$ cat config.mk
export PLATFORM = sky130hd
export DESIGN_NAME = exec_writeback
export DESIGN_NICKNAME = d
export VERILOG_FILES = /design/src/rtl/exec_writeback.sv
export SDC_FILE = /design/constraint.sdc
export NUM_CORES = 1
export LEC_CHECK = 0
export CORE_ASPECT_RATIO = 0.5
export CORE_UTILIZATION = 25
export DETAILED_ROUTE_END_ITERATION = 10
export PLACE_DENSITY = 0.46
export SYNTH_ARGS = -nofsm -noshare
export SYNTH_HDL_FRONTEND = slang
export SYNTH_SLANG_ARGS = --single-unit
export TNS_END_PERCENT = 100
$ cat constraint.sdc
create_clock -name clk -period 2.9 [get_ports clk]
set_input_delay 0.58 -clock clk [delete_from_list [all_inputs] [get_ports clk]]
set_output_delay 0.58 -clock clk [all_outputs]
set_load 0.005 [all_outputs]
$ cat src/rtl/exec_writeback.sv
// ============================================================================
//  Module   : exec_writeback
//  Purpose  : Multi-cycle execute stage with a single registered write-back
//             beat into a 16x16 register file.
//  Revision : 1.0
// ============================================================================
`default_nettype none

module exec_writeback #(
   parameter int WIDTH    = 16,
   parameter int ADDR_W   = 4,
   parameter int MUL_ITER = 16
) (
   input  logic              clk,
   input  logic              Reset,
   input  logic              start,
   input  logic [2:0]        op,
   input  logic [ADDR_W-1:0] rd_in,
   input  logic [WIDTH-1:0]  A,
   input  logic [WIDTH-1:0]  B,
   output logic              busy,
   output logic              done,
   output logic [WIDTH-1:0]  D,
   output logic [ADDR_W-1:0] Rd,
   output logic              WE,
   output logic              Z,
   output logic              C
);

   localparam int CNT_W = $clog2(MUL_ITER);
   localparam int SH_W  = $clog2(WIDTH);

   localparam logic [2:0] c_OP_ADD   = 3'b000;
   localparam logic [2:0] c_OP_SUB   = 3'b001;
   localparam logic [2:0] c_OP_AND   = 3'b010;
   localparam logic [2:0] c_OP_OR    = 3'b011;
   localparam logic [2:0] c_OP_XOR   = 3'b100;
   localparam logic [2:0] c_OP_SHL   = 3'b101;
   localparam logic [2:0] c_OP_MUL   = 3'b110;
   localparam logic [2:0] c_OP_PASSB = 3'b111;

   typedef enum logic [1:0] {
      S_IDLE = 2'd0,
      S_EXEC = 2'd1,
      S_MUL  = 2'd2,
      S_WB   = 2'd3
   } state_t;

   state_t              state_q, state_d;
   logic [WIDTH-1:0]    a_q, a_d;
   logic [WIDTH-1:0]    b_q, b_d;
   logic [2:0]          op_q, op_d;
   logic [ADDR_W-1:0]   rd_q, rd_d;
   logic [CNT_W-1:0]    cnt_q, cnt_d;
   logic [2*WIDTH-1:0]  prod_q, prod_d;
   logic [WIDTH-1:0]    d_q, d_d;
   logic [ADDR_W-1:0]   rdo_q, rdo_d;
   logic                z_q, z_d;
   logic                c_q, c_d;

   logic [WIDTH-1:0]    w_alu_res;
   logic                w_alu_c;
   logic [WIDTH:0]      w_wide;
   logic [WIDTH:0]      w_mul_sum;
   logic [2*WIDTH-1:0]  w_mul_next;

   // Single-cycle ALU on the latched operands.
   always_comb begin
      w_alu_res = '0;
      w_alu_c   = 1'b0;
      w_wide    = '0;
      case (op_q)
         c_OP_ADD: begin
            w_wide    = {1'b0, a_q} + {1'b0, b_q};
            w_alu_res = w_wide[WIDTH-1:0];
            w_alu_c   = w_wide[WIDTH];
         end
         c_OP_SUB: begin
            w_wide    = {1'b0, a_q} - {1'b0, b_q};
            w_alu_res = w_wide[WIDTH-1:0];
            w_alu_c   = w_wide[WIDTH];
         end
         c_OP_AND:   w_alu_res = a_q & b_q;
         c_OP_OR:    w_alu_res = a_q | b_q;
         c_OP_XOR:   w_alu_res = a_q ^ b_q;
         c_OP_SHL: begin
            // The bit landing in position WIDTH is the last one shifted out.
            w_wide    = {1'b0, a_q} << b_q[SH_W-1:0];
            w_alu_res = w_wide[WIDTH-1:0];
            w_alu_c   = w_wide[WIDTH];
         end
         c_OP_PASSB: w_alu_res = b_q;
         default: begin
            w_alu_res = '0;
            w_alu_c   = 1'b0;
         end
      endcase
   end

   // Shift-add step: product high half accumulates A, whole register shifts right.
   always_comb begin
      w_mul_sum  = {1'b0, prod_q[2*WIDTH-1:WIDTH]} + (prod_q[0] ? {1'b0, a_q} : '0);
      w_mul_next = {w_mul_sum, prod_q[WIDTH-1:1]};
   end

   always_comb begin
      state_d = state_q;
      a_d     = a_q;
      b_d     = b_q;
      op_d    = op_q;
      rd_d    = rd_q;
      cnt_d   = cnt_q;
      prod_d  = prod_q;
      d_d     = d_q;
      rdo_d   = rdo_q;
      z_d     = z_q;
      c_d     = c_q;

      case (state_q)
         S_EXEC: begin
            state_d = S_WB;
            d_d     = w_alu_res;
            c_d     = w_alu_c;
            z_d     = (w_alu_res == '0);
            rdo_d   = rd_q;
         end
         S_MUL: begin
            prod_d = w_mul_next;
            if (cnt_q == CNT_W'(MUL_ITER - 1)) begin
               state_d = S_WB;
               d_d     = w_mul_next[WIDTH-1:0];
               c_d     = |w_mul_next[2*WIDTH-1:WIDTH];
               z_d     = (w_mul_next[WIDTH-1:0] == '0);
               rdo_d   = rd_q;
            end else begin
               cnt_d = cnt_q + CNT_W'(1);
            end
         end
         S_WB: begin
            state_d = S_IDLE;
         end
         default: begin
            state_d = S_IDLE;
         end
      endcase

      // The edge leaving WB is also an accept point, giving a 2-cycle issue rate.
      if (start && (state_q == S_IDLE || state_q == S_WB)) begin
         a_d     = A;
         b_d     = B;
         op_d    = op;
         rd_d    = rd_in;
         cnt_d   = '0;
         prod_d  = {{WIDTH{1'b0}}, B};
         state_d = (op == c_OP_MUL) ? S_MUL : S_EXEC;
      end
   end

   always_ff @(posedge clk or negedge Reset) begin
      if (!Reset) begin
         state_q <= S_IDLE;
         a_q     <= '0;
         b_q     <= '0;
         op_q    <= '0;
         rd_q    <= '0;
         cnt_q   <= '0;
         prod_q  <= '0;
         d_q     <= '0;
         rdo_q   <= '0;
         z_q     <= 1'b0;
         c_q     <= 1'b0;
      end else begin
         state_q <= state_d;
         a_q     <= a_d;
         b_q     <= b_d;
         op_q    <= op_d;
         rd_q    <= rd_d;
         cnt_q   <= cnt_d;
         prod_q  <= prod_d;
         d_q     <= d_d;
         rdo_q   <= rdo_d;
         z_q     <= z_d;
         c_q     <= c_d;
      end
   end

   assign busy = (state_q != S_IDLE);
   assign done = (state_q == S_WB);
   assign WE   = (state_q == S_WB) && (rdo_q != '0);
   assign D    = d_q;
   assign Rd   = rdo_q;
   assign Z    = z_q;
   assign C    = c_q;

endmodule

`default_nettype wire

==> qor.csv <==
stage,metric,value,unit
status,status,"finished, violations left",
status,violations,negative setup slack,
setup_path,crit_family,compound AO/OA/AOI/OAI gates,
final_layout,final_nets,1394,
setup_path,cp_num_buf_inv,3,
job,maxCapViolCount,0,
logic_synthesis,synth_seq_cells,99,
floorplanning,die_w,267,um
grt,globalRouteOverflowTotal,0,
sta,max_freq,330,MHz
floorplanning,start_util,25.4,%
sta,final.setup_skew,12.3,ps
placed_design,place_congestion,0.965,
placed_design,hpwl,27900,um
grt,grt_start_max_net_pins,91,
logic_synthesis,yosysMostFrequentCell,nand2_1,
final_layout,area_delta_synth_final,42.2,%
setup_path,crit_fanout,3,
setup_path,path_cells,inv_2 > ha_4 > inv_2 > fa_2 > a211o_1 > a222oi_1 > buf_4 > nand3_1 > nor3_2 > nand4_1 > nor4_2 > nand4_1 > o31ai_2,
sta,rsz0062_at_grt,yes,
detailed_routing,postRouteAntennaNets,0,
setup_path,worstSetupStartpointType,register,
clock_tree,cts_root_buf,clkbuf_16,
clock_tree,cts_tree,built,
min_path,hp-class,in -> async,
placed_design,placedCellCount,1710,
detailed_routing,routed_wl,36300,um
sta,relSlewSlack,52.8,%
floorplanning,io_pins,67,
final_layout,instances_no_fill,1756,
logic_synthesis,synthArstFlopShare,100,%
clock_tree,cts_buffer_depth,2,
detailed_routing,vias_per_cell,5.25,
final_layout,drive_above_1_share,30.3,%
setup_path,cp_num_cells,13,
logic_synthesis,synth_warnings,0,
logic_synthesis,synth_edf_count,0,
clock_tree,cts.sinks,99,
setup_path,crit_arrival,3300,ps
sta,drv_slew,0,
setup_path,reg2regPathDepth,13,
clock_tree,htree_num_levels,3,
logic_synthesis,synth_top_cell_area_share,28.3,%
grt,grt_use_total,20.2,%
setup_path,worstSetupEndpointType,register,
sta,fin_crit_sh,104,%
sta,hold_viol,0,
setup_path,worst-setup-path-type,reg -> reg,
floorplanning,core_area,34500,um2
setup_path,rrSetupSlack,-130,ps
floorplanning,dieArea,35800,um2
grt,grt_pass1_wl,55000,um
logic_synthesis,syn_area,8750,um2
detailed_routing,dr_total_vias,9214,
setup_path,crit_required,3180,ps
placed_design,portBuffers,66,
logic_synthesis,syn_inst,1048,
logic_synthesis,synthTopCellsByCount,"125 x nand2_1, 99 x dfrtp_1, 97 x o21ai_0",
logic_synthesis,netlist_top_cells_area,"dfrtp_1 28%, ha_1 10%, o21ai_0 5.5%",
logic_synthesis,synth.avg_cell_area,8.35,um2
clock_tree,cts_buffers,9,
logic_synthesis,syn_nets,1166,
setup_path,cpPeakStageDelay,460,ps
sta,min_period,3030,ps
logic_synthesis,synth_top_area_cell,dfrtp_1,
detailed_routing,drcViolationCount,0,
setup_path,slowest_stage,dfrtp_2,
clock_tree,clk-insertion-delay-late,370,ps
logic_synthesis,ys_types,94,
final_layout,antenna_cells,0,
clock_tree,postCtsHoldBufs,0,
final_layout,fill_cells,3563,
floorplanning,die_h,134,um
final_layout,multi_input_area,6440,um2
sta,setup_viol,6,
grt,antenna_found_initial,1,
logic_synthesis,synth_seq_area_share,28.3,%
detailed_routing,drtPass1Iterations,5,
grt,grt_pass1_vias,8976,
sta,worst_pin_slew,702,ps
floorplanning,fp-row-count,48,
sta,fin_ws,-126,ps
clock_tree,path_clk_slew,80,ps
detailed_routing,drt-initial-drc-count,832,
logic_synthesis,ys.flop_type,dfrtp_1,
final_layout,regArea,2480,um2
detailed_routing,wl_per_cell,20.7,um
-- layer usage --
metal | vias up | wire length (um) | track usage [%]
li1 | 4260 | - | -
met1 | 4628 | 17600 | 29.4
met4 | 0 | 646 | 5.01
met5 | - | 0 | 0
met3 | 40 | 2530 | 4.44
met2 | 286 | 15600 | 30.1
-- worst paths after layout --
path,start,endpoint
min in group clk,rd_q[3]$_DFFE_PN0P_,Rd[3]$_DFFE_PN0P_
hold / removal,Reset,rd_q[3]$_DFFE_PN0P_
setup reg to reg,a_q[0]$_DFFE_PN0P_,Z$_DFFE_PN0P_
setup / recovery,a_q[0]$_DFFE_PN0P_,Z$_DFFE_PN0P_
max in group asynchronous,Reset,a_q[11]$_DFFE_PN0P_
hold reg to reg,rd_q[3]$_DFFE_PN0P_,Rd[3]$_DFFE_PN0P_
-- layout by cell type, fill, tap and decap left out, types with 17 or more instances in the layout --
master,n
nor3_1,22
nand2_1,123
o21ai_0,91
a21oi_1,49
buf_4,196
clkdlybuf4s50_1,65
mux2i_1,29
inv_1,56
nand3_1,20
and2_1,17
dfrtp_1,93
ha_1,57
nor2_1,77
-- metrics by stage --
| step | setup slack, ps | util (%) | hold slack [ps] | cell area (um2) | TNS (ps) |
|---|---|---|---|---|---|
| final | -126 | 36.1 | 178 | 12400 | -365 |
| after global routing | -204 | 36.1 | 195 | 12400 | -1490 |
| after CTS | -77.6 | 34.3 | 178 | 11800 | -274 |
| after detailed placement | -521 | 32.2 | 466 | 11100 | -3270 |
| after floorplan | 10.4 | - | 284 | 8750 | 0 |
| after global placement | -487 | 32.2 | 451 | 11100 | -2600 |
-- cell type report --
| cell class | count | area share (%) |
|---|---|---|
| Clock buffer | 11 | 1.95 |
| Clock inverter | 5 | 0.482 |
| Inverter | 67 | 2.07 |
| Multi-Input combinational cell | 821 | 51.7 |
| Sequential cell | 99 | 20.0 |
| Tap cell | 475 | 4.77 |
| Timing Repair Buffer | 278 | 19.0 |
-- flip-flops by register name (all words and copies together), names as in the netlist --
name and count:
prod_q 32, D 16, a_q 16, b_q 16, Rd 4, cnt_q 4
rd_q 4, op_q 3, state_q 2, C 1, Z 1
-- timing repair --
action,in CTS,in global routing
resized for setup,63,105
buffers inserted,14,17
pin swaps,33,53
setup endpoints to repair,14,15
cloned,0,0
-- kinds of logic (layout without fill, tap and decap cells) --
| family | after synthesis | after routing | synth area share, % |
|---|---|---|---|
| buffers and inverters | 128 | 361 | 6.79 |
| flip-flops | 99 | 99 | 28.3 |
| adder cells (fa/ha/maj) | 76 | 76 | 11.1 |
| AND/OR/NAND/NOR | 348 | 348 | 19.2 |
| AO/OA/AOI/OAI | 333 | 333 | 25.4 |
| XOR/XNOR | 12 | 12 | 1.20 |
| multiplexers | 52 | 52 | 7.93 |
-- worst register-to-register path, delay by kind of cell, from the launching register on --
kind / cells / cell delay (ps)
compound gates: 3 / 800
simple gates: 5 / 770
flops: 1 / 460
fa+ha+maj: 2 / 590
buf+inv: 3 / 310
Power is not shown: default switching activity piles up to over one toggle a cycle in this logic, so the estimate is an artifact.
